`config.mk`:
```
export PLATFORM = sky130hd
export DESIGN_NAME = aes_cmd_sequencer
export DESIGN_NICKNAME = d
export VERILOG_FILES = /design/src/rtl/aes_cmd_pkg.sv /design/src/rtl/aes_cmd_decode.sv /design/src/rtl/aes_cmd_sequencer.sv
export SDC_FILE = /design/constraint.sdc
export NUM_CORES = 1
export LEC_CHECK = 0
export BUFFER_PORTS_ARGS = -buffer_cell sky130_fd_sc_hd__buf_2
export CORE_AREA = 2 2 271 273
export DETAILED_ROUTE_END_ITERATION = 8
export DIE_AREA = 0 0 273 275
export GPL_TIMING_DRIVEN = 1
export HOLD_SLACK_MARGIN = 0.05
export PLACE_DENSITY = 0.51
export SLEW_MARGIN = 10
export SYNTH_ARGS = -nofsm -noshare
export SYNTH_HDL_FRONTEND = slang
export SYNTH_SLANG_ARGS = --single-unit
export TNS_END_PERCENT = 5
```
`constraint.sdc`:
```
create_clock -name clk -period 2.2 [get_ports clk]
set_clock_uncertainty 0.15 [all_clocks]
set_input_delay 0.11 -clock clk [delete_from_list [all_inputs] [get_ports clk]]
set_output_delay 0.11 -clock clk [all_outputs]
set_load 0.005 [all_outputs]
```
`src/rtl/aes_cmd_pkg.sv`:
```
// Shared definitions for the AES command sequencer: frame layout, opcodes,
// FSM state encoding and status bit positions.
package aes_cmd_pkg;

    localparam int unsigned FRAME_W  = 144;
    localparam int unsigned BLOCK_W  = 128;
    localparam int unsigned BYTE_W   = 8;
    localparam int unsigned STATUS_W = 8;

    localparam logic [BYTE_W-1:0] OP_KEY  = 8'h42;
    localparam logic [BYTE_W-1:0] OP_ENC  = 8'h43;
    localparam logic [BYTE_W-1:0] OP_READ = 8'h44;
    localparam logic [BYTE_W-1:0] OP_DEC  = 8'h45;
    localparam logic [BYTE_W-1:0] OP_CLR  = 8'h60;

    // Status bit indices
    localparam int unsigned SB_BUSY       = 0;
    localparam int unsigned SB_RES_VALID  = 1;
    localparam int unsigned SB_TIMEOUT    = 2;
    localparam int unsigned SB_BAD_FRAME  = 3;
    localparam int unsigned SB_DROPPED    = 4;
    localparam int unsigned SB_KEY_LOADED = 5;
    localparam int unsigned SB_LAST_DEC   = 6;

    typedef enum logic [1:0] {
        ST_IDLE  = 2'd0,
        ST_ISSUE = 2'd1,
        ST_WAIT  = 2'd2,
        ST_REPLY = 2'd3
    } state_e;

    // UART frame: byte17 = end char, bytes16..1 = payload, byte0 = opcode
    typedef struct packed {
        logic [BYTE_W-1:0]  end_char;
        logic [BLOCK_W-1:0] payload;
        logic [BYTE_W-1:0]  opcode;
    } frame_t;

endpackage

```
`src/rtl/aes_cmd_decode.sv`:
```
// Combinational frame check and opcode one-hot decode.
// Ports: frame_data (raw 18-byte frame) -> payload, is_key/is_enc/is_dec/
// is_read/is_clr/is_bad. Opcode 0x45 decodes only when AES_DECRYPT_EN is defined.
module aes_cmd_decode
    import aes_cmd_pkg::*;
(
    input  logic [FRAME_W-1:0] frame_data,
    output logic [BLOCK_W-1:0] payload,
    output logic               is_key,
    output logic               is_enc,
    output logic               is_dec,
    output logic               is_read,
    output logic               is_clr,
    output logic               is_bad
);

    frame_t frame;
    assign frame   = frame_t'(frame_data);
    assign payload = frame.payload;

    // Malformed (end char != opcode) or unknown opcode flags is_bad
    always_comb begin
        is_key  = 1'b0;
        is_enc  = 1'b0;
        is_dec  = 1'b0;
        is_read = 1'b0;
        is_clr  = 1'b0;
        is_bad  = 1'b0;
        if (frame.end_char != frame.opcode) begin
            is_bad = 1'b1;
        end else begin
            case (frame.opcode)
                OP_KEY:  is_key  = 1'b1;
                OP_ENC:  is_enc  = 1'b1;
                OP_READ: is_read = 1'b1;
                OP_CLR:  is_clr  = 1'b1;
`ifdef AES_DECRYPT_EN
                OP_DEC:  is_dec  = 1'b1;
`endif
                default: is_bad  = 1'b1;
            endcase
        end
    end

endmodule

```
`src/rtl/aes_cmd_sequencer.sv`:
```
// Sequences the AES engine from decoded UART command frames and schedules
// reply frames on the UART TX path.
// Ports: clk/nreset; frame_valid/frame_data/frame_ready (command in);
// aes_key/aes_data/aes_start/aes_dec_sel/aes_res/aes_res_v (engine);
// tx_frame/tx_start/tx_busy (UART TX); status, drop_cnt.
// Build option: AES_DECRYPT_EN enables the decrypt opcode 0x45.
module aes_cmd_sequencer
    import aes_cmd_pkg::*;
#(
    parameter int unsigned TIMEOUT_CYCLES = 255,
    parameter int unsigned CNT_W          = 8
) (
    input  logic                clk,
    input  logic                nreset,
    input  logic                frame_valid,
    input  logic [FRAME_W-1:0]  frame_data,
    output logic                frame_ready,
    output logic [BLOCK_W-1:0]  aes_key,
    output logic [BLOCK_W-1:0]  aes_data,
    output logic                aes_start,
    output logic                aes_dec_sel,
    input  logic [BLOCK_W-1:0]  aes_res,
    input  logic                aes_res_v,
    output logic [FRAME_W-1:0]  tx_frame,
    output logic                tx_start,
    input  logic                tx_busy,
    output logic [STATUS_W-1:0] status,
    output logic [CNT_W-1:0]    drop_cnt
);

    state_e             state_q, state_d;
    logic [CNT_W-1:0]   timer_q, timer_d;
    logic [BLOCK_W-1:0] payload, result_q;
    logic is_key, is_enc, is_dec, is_read, is_clr, is_bad;
    logic load_key, load_enc, load_dec, capture, set_timeout;
    logic do_reply, do_clr, set_bad, do_drop;
    logic busy_q, res_valid_q, timeout_q, bad_q, dropped_q, key_loaded_q;
    logic dec_sel_q, last_dec_q;

    aes_cmd_decode u_decode (
        .frame_data (frame_data),
        .payload    (payload),
        .is_key     (is_key),
        .is_enc     (is_enc),
        .is_dec     (is_dec),
        .is_read    (is_read),
        .is_clr     (is_clr),
        .is_bad     (is_bad)
    );

    // State and timer registers
    always_ff @(posedge clk or negedge nreset) begin
        if (!nreset) begin
            state_q <= ST_IDLE;
            timer_q <= '0;
        end else begin
            state_q <= state_d;
            timer_q <= timer_d;
        end
    end

    // Next state and datapath strobes
    always_comb begin
        state_d     = state_q;
        timer_d     = timer_q;
        load_key    = 1'b0;
        load_enc    = 1'b0;
        load_dec    = 1'b0;
        capture     = 1'b0;
        set_timeout = 1'b0;
        do_reply    = 1'b0;
        do_clr      = 1'b0;
        set_bad     = 1'b0;
        do_drop     = frame_valid && (state_q != ST_IDLE);
        case (state_q)
            ST_IDLE: begin
                if (frame_valid) begin
                    if (is_bad) begin
                        set_bad = 1'b1;
                    end else if (is_key) begin
                        load_key = 1'b1;
                    end else if (is_enc) begin
                        load_enc = 1'b1;
                        state_d  = ST_ISSUE;
                    end else if (is_dec) begin
                        load_dec = 1'b1;
                        state_d  = ST_ISSUE;
                    end else if (is_read) begin
                        state_d = ST_REPLY;
                    end else if (is_clr) begin
                        do_clr = 1'b1;
                    end
                end
            end
            ST_ISSUE: begin
                timer_d = '0;
                state_d = ST_WAIT;
            end
            ST_WAIT: begin
                // A result on the final timer cycle takes priority over the timeout
                if (aes_res_v) begin
                    capture = 1'b1;
                    state_d = ST_IDLE;
                end else if (timer_q == CNT_W'(TIMEOUT_CYCLES - 1)) begin
                    set_timeout = 1'b1;
                    state_d     = ST_IDLE;
                end else begin
                    timer_d = timer_q + CNT_W'(1);
                end
            end
            ST_REPLY: begin
                if (!tx_busy) begin
                    do_reply = 1'b1;
                    state_d  = ST_IDLE;
                end
            end
            default: state_d = ST_IDLE;
        endcase
    end

    // Datapath and status registers
    always_ff @(posedge clk or negedge nreset) begin
        if (!nreset) begin
            frame_ready  <= 1'b1;
            busy_q       <= 1'b0;
            aes_key      <= '0;
            aes_data     <= '0;
            aes_start    <= 1'b0;
            result_q     <= '0;
            res_valid_q  <= 1'b0;
            timeout_q    <= 1'b0;
            bad_q        <= 1'b0;
            dropped_q    <= 1'b0;
            key_loaded_q <= 1'b0;
            drop_cnt     <= '0;
            tx_frame     <= '0;
            tx_start     <= 1'b0;
        end else begin
            frame_ready <= (state_d == ST_IDLE);
            busy_q      <= (state_d != ST_IDLE);
            // Start pulse lands in the first WAIT cycle: two cycles after the frame
            aes_start   <= (state_q == ST_ISSUE);
            tx_start    <= do_reply;
            if (load_key) begin
                aes_key      <= payload;
                key_loaded_q <= 1'b1;
            end
            if (load_enc || load_dec) begin
                aes_data <= payload;
            end
            if (capture) begin
                result_q    <= aes_res;
                res_valid_q <= 1'b1;
                timeout_q   <= 1'b0;
            end
            if (set_timeout) begin
                timeout_q <= 1'b1;
            end
            if (set_bad) begin
                bad_q <= 1'b1;
            end
            if (do_drop) begin
                dropped_q <= 1'b1;
                if (drop_cnt != '1) begin
                    drop_cnt <= drop_cnt + CNT_W'(1);
                end
            end
            if (do_clr) begin
                timeout_q <= 1'b0;
                bad_q     <= 1'b0;
                dropped_q <= 1'b0;
                drop_cnt  <= '0;
            end
            if (do_reply) begin
                tx_frame <= {status, result_q, OP_READ};
            end
        end
    end

`ifdef AES_DECRYPT_EN
    // Engine select follows the most recent encrypt/decrypt command
    always_ff @(posedge clk or negedge nreset) begin
        if (!nreset) begin
            dec_sel_q  <= 1'b0;
            last_dec_q <= 1'b0;
        end else if (load_enc) begin
            dec_sel_q  <= 1'b0;
            last_dec_q <= 1'b0;
        end else if (load_dec) begin
            dec_sel_q  <= 1'b1;
            last_dec_q <= 1'b1;
        end
    end
`else
    assign dec_sel_q  = 1'b0;
    assign last_dec_q = 1'b0;
`endif

    assign aes_dec_sel = dec_sel_q;
    assign status = {1'b0, last_dec_q, key_loaded_q, dropped_q,
                     bad_q, timeout_q, res_valid_q, busy_q};

endmodule

```
==> out/results.ini <==
[pwr]
power_frac_seq_pct=47.5
ir_drop_mv=0.5547
p_clk_share_pct=47.5
internal_power_mw=16.70
proportion_of_power_drawn_by_combinational_gates_pct=5.0
static-leakage-power_nw=17.71
power_switching_mw=4.473
power.share.switching_pct=21.13
power.density_mw_per_mm2=680.3

[worst_setup_path]
r2r-end=aes_data[120]
critical_path_fanout_max=15
worst_ep_arrival_time_ns=2.49
r2r_start=state_q[0]
worstPathCellList=dlygate4sd3_1 -> buf_2 -> xor2_1 -> nor3_2 -> nand2_1 -> or4_4 -> buf_12 -> buf_4 -> mux2_4
critPathCaptureType=flip-flop
critical_path.n_buffers_inverters=4
worst_path_dominant_cell_family=buffers and inverters
slowest_delay_ns=0.55
ff2ff_path_depth=6
critPathLaunchType=input pin
worst-r2r-setup-slack_ns=0.11
crit_type=input pin to flip-flop
cp_data_required_time_ns=2.53
timing.critical_path.slowest_stage_cell=sky130_fd_sc_hd__dlygate4sd3_1

[die]
die_height_um=275
floorplan_core_area_mm2=0.07234
initial_utilization_pct=29.41
fp.dieArea_mm2=0.07508
die_w_um=273
floorplan.rows=99
io-pin-count=697

[detailed_routing]
vias=15610
ant_nets=0
drtIter0Drc=600
wire_per_inst_um=18.78
via_density_per_instance=4.355
totalWireLength_mm=67.31
dr.pass1.iters=5
detail_route.drc_violations=0

[timing]
clock.fmax_mhz=464.5
fin_setup_tns_ns=0
setup_violations=0
timing.max_slew.rel_slack_pct=28.21
fraction_of_the_cycle_the_final_worst_path_needs_pct=97.85
report.final.hold_viol_count=0
grt_setup_unrepaired=no
post-route-min-period_ns=2.153
worst-slew-pin-transition_ns=1.073
finalMaxSlewViolations=0
postLayoutSetupSlackWorst_ns=0.04727

[final_layout]
postLayoutCoreUtil_pct=43.02
final_cell_count_no_fill=3584
fin_area_mm2=0.03112
synthToLayoutAreaGrowth_pct=46.27
drive_gt1_share_pct=47.73
layout_common_cells=sky130_fd_sc_hd__buf_2 (684), sky130_fd_sc_hd__dfrtp_1 (545), sky130_fd_sc_hd__nand2_1 (419)
finish.net_count=2861
commonest_non_fill_non_tap_cell_in_the_layout=sky130_fd_sc_hd__buf_2

[synthesis]
synth.yosys.seq_area_share_pct=64.22
yosys_warnings=0
seq_cells_post_synth=546
cells_after_synth=1559
synth.cell_area_mm2=0.02128
synthArstFlopShare_pct=100.0
ys_dominant_reg_cell=sky130_fd_sc_hd__dfrtp_1
yosysUniqueCellTypes=45
synth-edff-count=0
synth_area_per_cell_um2=13.65

[clocking]
cts-buffers-inserted=60
clock_insertion_delay_worst_skew_ns=0.59
cts_tree=done
post_cts.repair.setup_buffers=0
worst_setup_hold_path_clk_slew_ns=0.06
max-clock-path-buffers=3
cts.sink_count=546
root_buffer_cell=sky130_fd_sc_hd__clkbuf_16
cts_max_level=2

[placed_design]
preCtsSetupSlack_ns=-0.05470
place_inst=3199
place_area_mm2=0.02633
gp_routability_congestion=0.8447
io_buffers=685
post-dp-hpwl_mm=50.29

[run_status]
run_status=finished, final reports clean

[grt]
number_of_global_route_vias_before_repair=16700
grt_use_total_pct=17.33
grt_antenna_before_repair=13
grt_max_degree=92
global_route.overflow_total=0
grt_pass1_wl_mm=100.5

[worst_hold_path]
hold_crit_path_type=input pin to async pin

[job]
max-cap-violations=0

==> cell type report <==
cell class                      instances  area, um^2
Multi-Input combinational cell        926        7139
Sequential cell                       546       13660
Antenna cell                            6       15.01
Inverter                                6       25.02
Fill cell                            6808       41220
Tap cell                              959        1200
Clock inverter                         23       307.8
Timing Repair Buffer                 1041        7113
Clock buffer                           77        1657
==> per-layer routing <==
layer | GRT usage (%) | vias up | wire length, um
met5 | 0 | - | 28
met4 | 5.551 | 4 | 1652
met3 | 6.066 | 100 | 5985
met2 | 29.65 | 538 | 33170
met1 | 20.36 | 7766 | 26470
li1 | - | 7199 | -
==> power groups by stage <==
stage               registers (mW)  logic [mW]  clock network [mW]
global placement              10.2       0.635                   0
finish                        10.1        1.05                10.1
global route                  10.0        1.16                10.8
floorplan                     10.2      0.0694                   0
CTS                           10.1        1.08                10.4
detailed placement            10.2       0.645                   0
==> worst register-to-register path, cell delays in order, from the launching register on <==
cell                      delay (ns)
sky130_fd_sc_hd__dfrtp_1        0.38
sky130_fd_sc_hd__nor2_1         0.15
sky130_fd_sc_hd__nand3_1        0.15
sky130_fd_sc_hd__or4_4          0.45
sky130_fd_sc_hd__buf_12         0.18
sky130_fd_sc_hd__buf_4          0.23
sky130_fd_sc_hd__mux2_4         0.30
==> cells by family after synthesis <==
logic type,after synthesis,synth area share [%]
AND/OR/NAND/NOR,483,9.068
multiplexers,384,22.44
adder cells (fa/ha/maj),3,0.1764
XOR/XNOR,18,0.7410
buffers and inverters,97,2.564
flip-flops,546,64.22
AO/OA/AOI/OAI,27,0.7705
other,1,0.01762
==> through the flow <==
stage          hold WS (ns)  power, mW
2_1_floorplan       -0.3356      10.31
3_3_place_gp        -0.1329      10.87
3_5_place_dp        -0.1326      10.88
4_1_cts             0.05111      21.56
5_1_grt             0.05218      22.05
6_report            0.02427      21.17
==> worst max path at each step <==
| stage | slack (ns) | cells after the start | to | startpoint |
|---|---|---|---|---|
| CTS | 0.04 | 8 | state_q[0] | frame_data[3] |
| floorplan | 0.13 | 8 | aes_key[46] | frame_data[5] |
| global placement | -0.04 | 8 | aes_data[44] | frame_data[3] |
| finish | 0.05 | 9 | aes_data[120] | frame_data[6] |
| detailed placement | -0.05 | 8 | aes_data[46] | frame_data[3] |
| global route | 0.0003 | 8 | state_q[0] | frame_data[4] |
==> synth_stat cells (3+ instances only) <==
cell type / instances / area share [%]
sky130_fd_sc_hd__nand2_1: 420 / 7.4
sky130_fd_sc_hd__or3_1: 3 / 0.088
sky130_fd_sc_hd__clkbuf_1: 41 / 0.72
sky130_fd_sc_hd__nor2b_1: 3 / 0.088
sky130_fd_sc_hd__nand3_1: 11 / 0.26
sky130_fd_sc_hd__nand4_1: 4 / 0.12
sky130_fd_sc_hd__ha_1: 3 / 0.18
sky130_fd_sc_hd__buf_4: 19 / 0.67
sky130_fd_sc_hd__a21oi_1: 6 / 0.14
sky130_fd_sc_hd__mux2_4: 120 / 8.5
sky130_fd_sc_hd__or2_2: 3 / 0.088
sky130_fd_sc_hd__o21ai_0: 11 / 0.26
sky130_fd_sc_hd__dfrtp_1: 545 / 64
sky130_fd_sc_hd__buf_2: 16 / 0.38
sky130_fd_sc_hd__nor3_1: 6 / 0.14
sky130_fd_sc_hd__buf_6: 12 / 0.64
sky130_fd_sc_hd__inv_1: 5 / 0.088
sky130_fd_sc_hd__nand2b_1: 7 / 0.21
sky130_fd_sc_hd__nor3b_1: 3 / 0.11
sky130_fd_sc_hd__nor2_1: 15 / 0.26
sky130_fd_sc_hd__buf_1: 3 / 0.053
sky130_fd_sc_hd__xor2_1: 9 / 0.37
sky130_fd_sc_hd__xnor2_1: 9 / 0.37
sky130_fd_sc_hd__mux2_2: 264 / 14
==> what timing repair did <==
item	4_1_cts	5_1_grt
resized for setup	0	4
endpoints found under the hold margin	970	0
hold buffers	279	0
setup endpoints to repair	0	217
==> sequential cells by signal (all words and copies together) (netlist names) <==
signal        count
tx_frame        135
aes_data        128
aes_key         128
result_q        128
drop_cnt          8
timer_q           8
state_q           2
aes_start         1
bad_q             1
busy_q            1
dropped_q         1
frame_ready       1
key_loaded_q      1
res_valid_q       1
timeout_q         1
tx_start          1
Power figures use the tool's default switching activity.
